### config.mk
export PLATFORM = sky130hd
export DESIGN_NAME = memory_block_reader
export DESIGN_NICKNAME = d
export VERILOG_FILES = /design/src/rtl/memory_block_reader.sv
export SDC_FILE = /design/constraint.sdc
export NUM_CORES = 1
export LEC_CHECK = 0
export BUFFER_PORTS_ARGS = -buffer_cell sky130_fd_sc_hd__buf_2
export CAP_MARGIN = 25
export CORE_UTILIZATION = 45
export CTS_BUF_LIST = sky130_fd_sc_hd__clkbuf_4 sky130_fd_sc_hd__clkbuf_8 sky130_fd_sc_hd__clkbuf_16
export DETAILED_ROUTE_END_ITERATION = 12
export REMOVE_ABC_BUFFERS = 1
export SLEW_MARGIN = 20
export SYNTH_ARGS = -nofsm -noshare
export SYNTH_HDL_FRONTEND = slang
export SYNTH_SLANG_ARGS = --single-unit
### constraint.sdc
create_clock -name clock -period 2.9 [get_ports clock]
set_input_delay 0.58 -clock clock [delete_from_list [all_inputs] [get_ports clock]]
set_output_delay 0.58 -clock clock [all_outputs]
set_load 0.005 [all_outputs]
### src/rtl/memory_block_reader.sv
// Block reader: walks a BLK_W x BLK_H pixel block out of a single-port synchronous RAM in
// row-major order and streams the pixels through a 4-entry FIFO with a valid/ready handshake.
module memory_block_reader #(
  parameter int unsigned AWIDTH = 12,
  parameter int unsigned DWIDTH = 8,
  parameter int unsigned BLK_W  = 16,
  parameter int unsigned BLK_H  = 16
) (
  input  logic              clock,
  input  logic              reset_n,
  input  logic              start,
  input  logic [AWIDTH-1:0] base_addr,
  input  logic [AWIDTH-1:0] stride,
  output logic              busy,
  output logic              done,
  output logic [AWIDTH-1:0] mem_address,
  output logic              mem_wren,
  output logic [DWIDTH-1:0] mem_data,
  input  logic [DWIDTH-1:0] mem_q,
  output logic              out_valid,
  input  logic              out_ready,
  output logic [DWIDTH-1:0] out_data,
  output logic              out_last
);

  localparam logic [8:0] ColMax = 9'(BLK_W - 1);
  localparam logic [8:0] RowMax = 9'(BLK_H - 1);

  typedef enum logic [1:0] {StIdle, StRead, StDrain} state_e;

  state_e            state_q, state_d;
  logic [AWIDTH-1:0] addr_q, addr_d;
  logic [AWIDTH-1:0] row_base_q, row_base_d;
  logic [AWIDTH-1:0] stride_q, stride_d;
  logic [8:0]        col_q, col_d, row_q, row_d;
  // final_q: the address currently on mem_address is the block's last pixel
  logic              final_q, final_d;
  // issued_q: a new address is on the bus this cycle; cap_q: mem_q holds read data this cycle
  logic              issued_q, issued_d;
  logic              cap_q, cap_last_q;
  logic              done_q, done_d;

  logic [DWIDTH-1:0] fifo_data_q [4];
  logic [3:0]        fifo_last_q;
  logic [1:0]        wr_ptr_q, rd_ptr_q;
  logic [2:0]        count_q;
  logic              push, pop;
  logic [3:0]        occupancy;

  assign push      = cap_q;
  assign out_valid = (count_q != 3'd0);
  assign pop       = out_valid && out_ready;
  // FIFO entries plus reads still in the RAM pipeline; bounds issue so the FIFO cannot overflow
  assign occupancy = {1'b0, count_q} + {3'b000, issued_q} + {3'b000, cap_q};

  // Next-state, address generation and done pulse
  always_comb begin
    state_d    = state_q;
    addr_d     = addr_q;
    row_base_d = row_base_q;
    stride_d   = stride_q;
    col_d      = col_q;
    row_d      = row_q;
    final_d    = final_q;
    issued_d   = 1'b0;
    done_d     = 1'b0;
    unique case (state_q)
      StIdle: begin
        // The done cycle is already IDLE but must not accept a new block
        if (start && !done_q) begin
          state_d    = StRead;
          addr_d     = base_addr;
          row_base_d = base_addr;
          stride_d   = stride;
          col_d      = 9'd0;
          row_d      = 9'd0;
          issued_d   = 1'b1;
          final_d    = (ColMax == 9'd0) && (RowMax == 9'd0);
        end
      end
      StRead: begin
        if (final_q) begin
          state_d = StDrain;
        end else if (occupancy < 4'd4) begin
          issued_d = 1'b1;
          if (col_q == ColMax) begin
            row_base_d = row_base_q + stride_q;
            addr_d     = row_base_q + stride_q;
            col_d      = 9'd0;
            row_d      = row_q + 9'd1;
          end else begin
            addr_d = addr_q + 1'b1;
            col_d  = col_q + 9'd1;
          end
          final_d = (row_d == RowMax) && (col_d == ColMax);
        end
      end
      StDrain: begin
        if (pop && fifo_last_q[rd_ptr_q]) begin
          state_d = StIdle;
          done_d  = 1'b1;
        end
      end
      default: state_d = StIdle;
    endcase
  end

  // Control and address registers
  always_ff @(posedge clock or negedge reset_n) begin
    if (!reset_n) begin
      state_q    <= StIdle;
      addr_q     <= '0;
      row_base_q <= '0;
      stride_q   <= '0;
      col_q      <= 9'd0;
      row_q      <= 9'd0;
      final_q    <= 1'b0;
      issued_q   <= 1'b0;
      cap_q      <= 1'b0;
      cap_last_q <= 1'b0;
      done_q     <= 1'b0;
    end else begin
      state_q    <= state_d;
      addr_q     <= addr_d;
      row_base_q <= row_base_d;
      stride_q   <= stride_d;
      col_q      <= col_d;
      row_q      <= row_d;
      final_q    <= final_d;
      issued_q   <= issued_d;
      cap_q      <= issued_q;
      cap_last_q <= issued_q && final_q;
      done_q     <= done_d;
    end
  end

  // Output FIFO: captures mem_q one cycle after its address was issued
  always_ff @(posedge clock or negedge reset_n) begin
    if (!reset_n) begin
      for (int i = 0; i < 4; i++) fifo_data_q[i] <= '0;
      fifo_last_q <= 4'b0000;
      wr_ptr_q    <= 2'd0;
      rd_ptr_q    <= 2'd0;
      count_q     <= 3'd0;
    end else begin
      if (push) begin
        fifo_data_q[wr_ptr_q] <= mem_q;
        fifo_last_q[wr_ptr_q] <= cap_last_q;
        wr_ptr_q              <= wr_ptr_q + 2'd1;
      end
      if (pop) rd_ptr_q <= rd_ptr_q + 2'd1;
      count_q <= count_q + {2'b00, push} - {2'b00, pop};
    end
  end

  assign out_data    = fifo_data_q[rd_ptr_q];
  assign out_last    = out_valid && fifo_last_q[rd_ptr_q];
  assign busy        = (state_q != StIdle);
  assign done        = done_q;
  assign mem_address = addr_q;
  assign mem_wren    = 1'b0;
  assign mem_data    = '0;

endmodule

==> metrics, run 1 <==
outcome=complete, no violations; Worst slew margin=0.569; Starting Density=0.464; post-detail-place hpwl=approximately 8900 um; antenna violation net count after detailed routing=0; synthesis-stage register bit count=roughly 100; CP Capture Type=flop; setup TNS=0 ns; total congestion overflow=0; Synth Flop Type=dfrtp_1; synth top area cells=dfrtp_1 46%, mux2_2 7.2%, nand2_1 5.8%; pre-CTS worst setup slack=between 0.03 and 0.04 ns; number of synthesized flops with an enable pin=0; Hold Violations, Final=0; TritonCTS Buffers=9; FMAX=approximately 370 MHz; RR Startpoint=count_q[0]; Worst VDD drop=0.524 mV; largest net degree at the start of global routing=57; Die Y-Extent=approximately 110 um; Crit path required time=roughly 3.2 ns; Sink Count=between 100 and 150; Worst Skew=around 0.0096 ns; crit share post-route=0.928; site row count=40; GR met3 Demand/Resource=0.0287; DR DRC count=0; Worst Reg-to-Reg Cells=8; die area=0.0129 sq mm; core outline area=0.0121 sq mm; RSZ-0062 raised after global routing=no; I/O Pins=slightly below 70; top cells by instance count after synthesis=104 x dfrtp_1, 87 x nand2_1, 47 x o21ai_0; Worst Max-Slew Pin Slew=~0.65 ns; slack of the critical path=roughly 0.21 ns; Max H-tree Level=3; Pre-antenna DRT Iters=4; pwr dens=between 1000 and 1500 mW/mm^2; maximum fanout along the worst path=4; setup slack, reg-to-reg=0.21 ns; first-pass GRT wire length=between 20000 and 25000 um; Mean Syn Cell Area=roughly 10 sq um; reg2reg end=final_q; Reg clk slew, reported paths=0.07 ns; Post-CTS Resized=1; FFs w/ async S/R, synth=1.00; Post-Syn Area=approximately 0.0056 sq mm; share of the synthesized area in the top cell type=0.463; CTS tree=done; Synth area leader=dfrtp_1; GP Congestion=about 0.84; LEAKAGE=around 3 nW; crit path DAT=about 3 ns; fin. max-slew vios=0; CP Launch Type=flop; fin crit period=2.69 ns; nets=683; Starting DRT DRC Count=273; Max Buffers Root-to-Sink=2; Syn Inst Count=557; WL final=around 13000 um; initial antenna violation count=0; post-synth cell types=62; Final setup viols=0; grt met2 use=0.350; vias per cell=between 5 and 6; total global-route track usage=0.210; vias in the first global route=between 4000 and 5000; Post CTS Setup Buffer Count=0; max-cap violation count=0; Die Width=approximately 110 um; Clk Latency, worst-skew pair=0.36 ns; count leader, synth=dfrtp_1; Vias=approximately 4300; clk root buf=clkbuf_16; port bufs=59; HP Class=in2async; Seq/Total Area, Yosys=0.463; GR peak layer=met2; Synth warnings=0; layout cells sized above 1=0.231; # diodes=0; CP Class=reg2reg; hold_buf cts=0; area grow syn2layout=15.2%; DR WL/cell=about 16 um; GR Util met1=0.283
-- metal layers --
| layer | vias to the layer above | share of wire |
|---|---|---|
| met3 | 10 | 0.044 |
| li1 | 2124 | - |
| met5 | - | 0 |
| met2 | 107 | 0.48 |
| met4 | 0 | 0.011 |
| met1 | 2048 | 0.46 |
-- kinds of logic after synthesis --
group / synth area share
other: 0.000668
XOR/XNOR: 0.0374
AO/OA/AOI/OAI: 0.147
flip-flops: 0.463
multiplexers: 0.108
AND/OR/NAND/NOR: 0.150
adder cells (fa/ha/maj): 0.0584
buffers and inverters: 0.0343
-- cells in the final DEF, fill, tap and decap left out, drive strengths merged, types with 10 or more instances in the layout --
cell type,count
o21ai,48
o31ai,11
nand3,15
nor2,39
inv,17
a21oi,32
mux2,36
xnor2,14
buf,75
ha,23
nand2,87
xor2,10
dfrtp,104
-- flip-flops by register name (all words and copies together) (netlist names) --
| register | count |
|---|---|
| fifo_data_q | 32 |
| mem_address | 12 |
| row_base_q | 12 |
| stride_q | 12 |
| col_q | 9 |
| row_q | 9 |
| fifo_last_q | 4 |
| count_q | 3 |
| rd_ptr_q | 2 |
| state_q | 2 |
| wr_ptr_q | 2 |
| cap_last_q | 1 |
| cap_q | 1 |
| done | 1 |
| final_q | 1 |
| issued_q | 1 |
-- worst max path at each step --
stage               startpoint              to  slack (ns)  cells past startpoint
floorplan                cap_q  mem_address[3]       -0.16                      7
finish              count_q[0]         final_q        0.21                      8
global route        count_q[1]         final_q        0.03                      8
CTS                 count_q[0]         final_q        0.12                      8
global placement    count_q[0]         final_q        0.17                      8
detailed placement  count_q[0]         final_q        0.04                      8
-- through the flow --
step                      hold WS [ns]   util  instance area (sq um)  total power (W)  std cells
final                            0.239  0.534                   6470          0.00760        795
after global routing             0.295  0.534                   6470          0.00822        795
after CTS                        0.269  0.533                   6460          0.00765        795
after detailed placement         0.385  0.507                   6140          0.00630        779
after global placement           0.384  0.507                   6140          0.00618        779
after floorplan                  0.284      -                   5490          0.00501        536
-- critical path: stages (launching register included) --
cell	delay, ns
dfrtp_1	0.40
ha_1	0.31
a21oi_2	0.10
o21ai_2	0.21
o31ai_1	0.11
or4_1	0.47
or4_1	0.48
or4_1	0.42
o21ai_1	0.12
-- cell type report --
cell class,count,area (sq um)
Inverter,11,41.3
Clock buffer,9,225
Sequential cell,104,2600
Fill cell,1123,5640
Clock inverter,7,92.6
Tap cell,168,210
Timing Repair Buffer,75,430
Multi-Input combinational cell,421,2870
-- where the power goes --
group / internal (W) / leakage (nW) / switching [W]
registers: 0.00204 / 1.28 / 0.000476
clock network: 0.000701 / 0.158 / 0.000604
logic: 0.00176 / 1.48 / 0.00201
total: 0.00451 / 2.91 / 0.00309
(Power assumes the default switching activity.)
==> run 2, diff against run 1 <==
Settings changed: CTS_BUF_LIST sky130_fd_sc_hd__clkbuf_4 sky130_fd_sc_hd__clkbuf_8 sky130_fd_sc_hd__clkbuf_16 to sky130_fd_sc_hd__clkbuf_8.
==> run 2 against run 1 <==
Compared with the run above:
- final cell count is the same
- core utilization shrank 0.84 points
- register-to-register slack hardly changed
- critical endpoint unchanged
==> metrics, run 2 (synthesis gave the netlist of run 1 again) <==
Hold WS=0.197 ns (-0.0422 ns); Pre-antenna DRT Iters=4 (unchanged); max-cap violation count=0 (unchanged); maximum fanout along the worst path=5 (+1); Worst Skew=0.0117 ns (+0.00207 ns); fin. max-slew vios=0 (unchanged); CP Launch Type=flop; Worst slew margin=0.567 (-0.00227); HP Class=in2async; site row count=40 (unchanged); vias per cell=5.41 (+0.23%); Die Width=114 um (unchanged); Starting Density=0.464 (unchanged); WL final=12600 um (-0.81%); fin crit period=2.69 ns (+0.00000600 ns); Flop pwr share=0.345 (+0.013); largest net degree at the start of global routing=57 (unchanged); Sink Count=104 (unchanged); Reg clk slew, reported paths=0.10 ns (+0.03 ns); Worst Max-Slew Pin Slew=0.649 ns (+0.00340 ns); Hold Violations, Final=0 (unchanged); outcome=complete, no violations; FMAX=371 MHz (about the same); Biggest register=fifo_data_q; CTS tree=done; port bufs=59 (unchanged); pwr dens=1150 mW/mm^2 (-2.4%); Sw Ratio=0.420 (+0.0135); total global-route track usage=0.209 (-0.00111); Clk Latency, worst-skew pair=0.40 ns (+0.04 ns); I/O Pins=69 (unchanged); first-pass GRT wire length=20900 um (-0.89%); Die Y-Extent=114 um (unchanged); die area=0.0129 sq mm (unchanged); TritonCTS Buffers=9 (unchanged); Crit path required time=3.22 ns (+0.04 ns); post-detail-place hpwl=8890 um (unchanged); Vias=4299 (+0.23%); fill count=1129 (+0.53%); Psw=0.00307 W (-0.75%); layout cells sized above 1=0.231 (unchanged); commonest non-fill, non-tap cell in the layout=dfrtp_1; CP Class=reg2reg; clock power share=0.138 (-0.034); total congestion overflow=0 (unchanged); DR DRC count=0 (unchanged); initial antenna violation count=0 (unchanged); Worst VDD drop=0.524 mV (about the same); Final setup viols=0 (unchanged); LEAKAGE=2.87 nW (-1.6%); Comb power frac=0.518 (+0.021); crit share post-route=0.928 (about the same); vias in the first global route=4164 (-0.62%); fin util=0.526 (-0.00837); Post-DP Area=0.00614 sq mm (unchanged); CP Capture Type=flop; RSZ-0062 raised after global routing=no; core outline area=0.0121 sq mm (unchanged); antenna violation net count after detailed routing=0 (unchanged); max reg flops=32 (unchanged); Starting DRT DRC Count=277 (+1.5%); Cell Int Power=0.00423 W (-6.1%); clk root buf=clkbuf_8; Final Cell Area=0.00637 sq mm (-1.6%); Max Buffers Root-to-Sink=2 (unchanged); area grow syn2layout=13.4%; hold_buf cts=0 (unchanged); most frequent cells in the layout=104 x dfrtp_1, 87 x nand2_1, 58 x buf_2; Max H-tree Level=3 (unchanged); Post CTS Setup Buffer Count=0 (unchanged); nets=683 (unchanged); DR WL/cell=15.9 um (-0.81%); crit path DAT=3.02 ns (+0.04 ns); # diodes=0 (unchanged); GP Congestion=0.841 (unchanged)
==> run 2: final timing paths <==
| kind | to | slack [ns] | start | cells after the start |
|---|---|---|---|---|
| max in group asynchronous | row_base_q[3] | 1.99 | reset_n | 2 |
| min reg2reg | cap_q | 0.43 | issued_q | 0 |
| max | final_q | 0.21 | count_q[1] | 8 |
| max reg2reg | final_q | 0.21 | count_q[1] | 8 |
| min | fifo_last_q[0] | 0.20 | reset_n | 1 |
| min in group clock | stride_q[9] | 0.37 | stride[9] | 3 |
==> run 2: timing repair <==
item | in CTS | in global routing
setup endpoints to repair | 1 | 1
gates resized for setup | 1 | 2
pin swaps | 0 | 0
==> run 2: area by class of cell <==
type / instances / area, sq um / area share
repair buffers: 75 / 430 / 0.0676
inverters: 11 / 41.3 / 0.00649
well taps: 168 / 210 / 0.0330
multi-input cells: 421 / 2870 / 0.450
clock inverters: 7 / 92.6 / 0.0145
clock buffers: 9 / 124 / 0.0195
flip-flops and latches: 104 / 2600 / 0.409
==> run 2: worst max-delay path: stages (launching register included) <==
cell      delay, ns
dfrtp_1        0.45
ha_1           0.24
nand2b_1       0.15
o21ai_2        0.18
o31ai_1        0.11
or4_1          0.47
or4_1          0.48
or4_1          0.43
o21ai_1        0.13
==> run 2: metal layers <==
layer | share of wire | GRT usage | wire length [um]
met5 | 0 | 0 | 0
met4 | 0.013 | 0.0711 | 160
met3 | 0.046 | 0.0303 | 585
met2 | 0.48 | 0.344 | 6010
met1 | 0.46 | 0.282 | 5850
==> run 2: through the flow <==
stage	cells	total power, W	TNS, ns	setup WS (ns)
final	795	0.00730	0	0.208
after global routing	795	0.00790	0	0.0233
after CTS	795	0.00734	0	0.118
after detailed placement	779	0.00630	0	0.0373
after global placement	779	0.00618	0	0.168
after floorplan	536	0.00501	-1.10	-0.155
==> run 2: power groups by stage <==
stage	logic [W]	clock network (W)	registers, W
after floorplan	0.00256	0	0.00245
after global placement	0.00367	0	0.00251
after detailed placement	0.00375	0	0.00255
after CTS	0.00379	0.00103	0.00252
after global routing	0.00420	0.00109	0.00260
final	0.00378	0.00100	0.00252
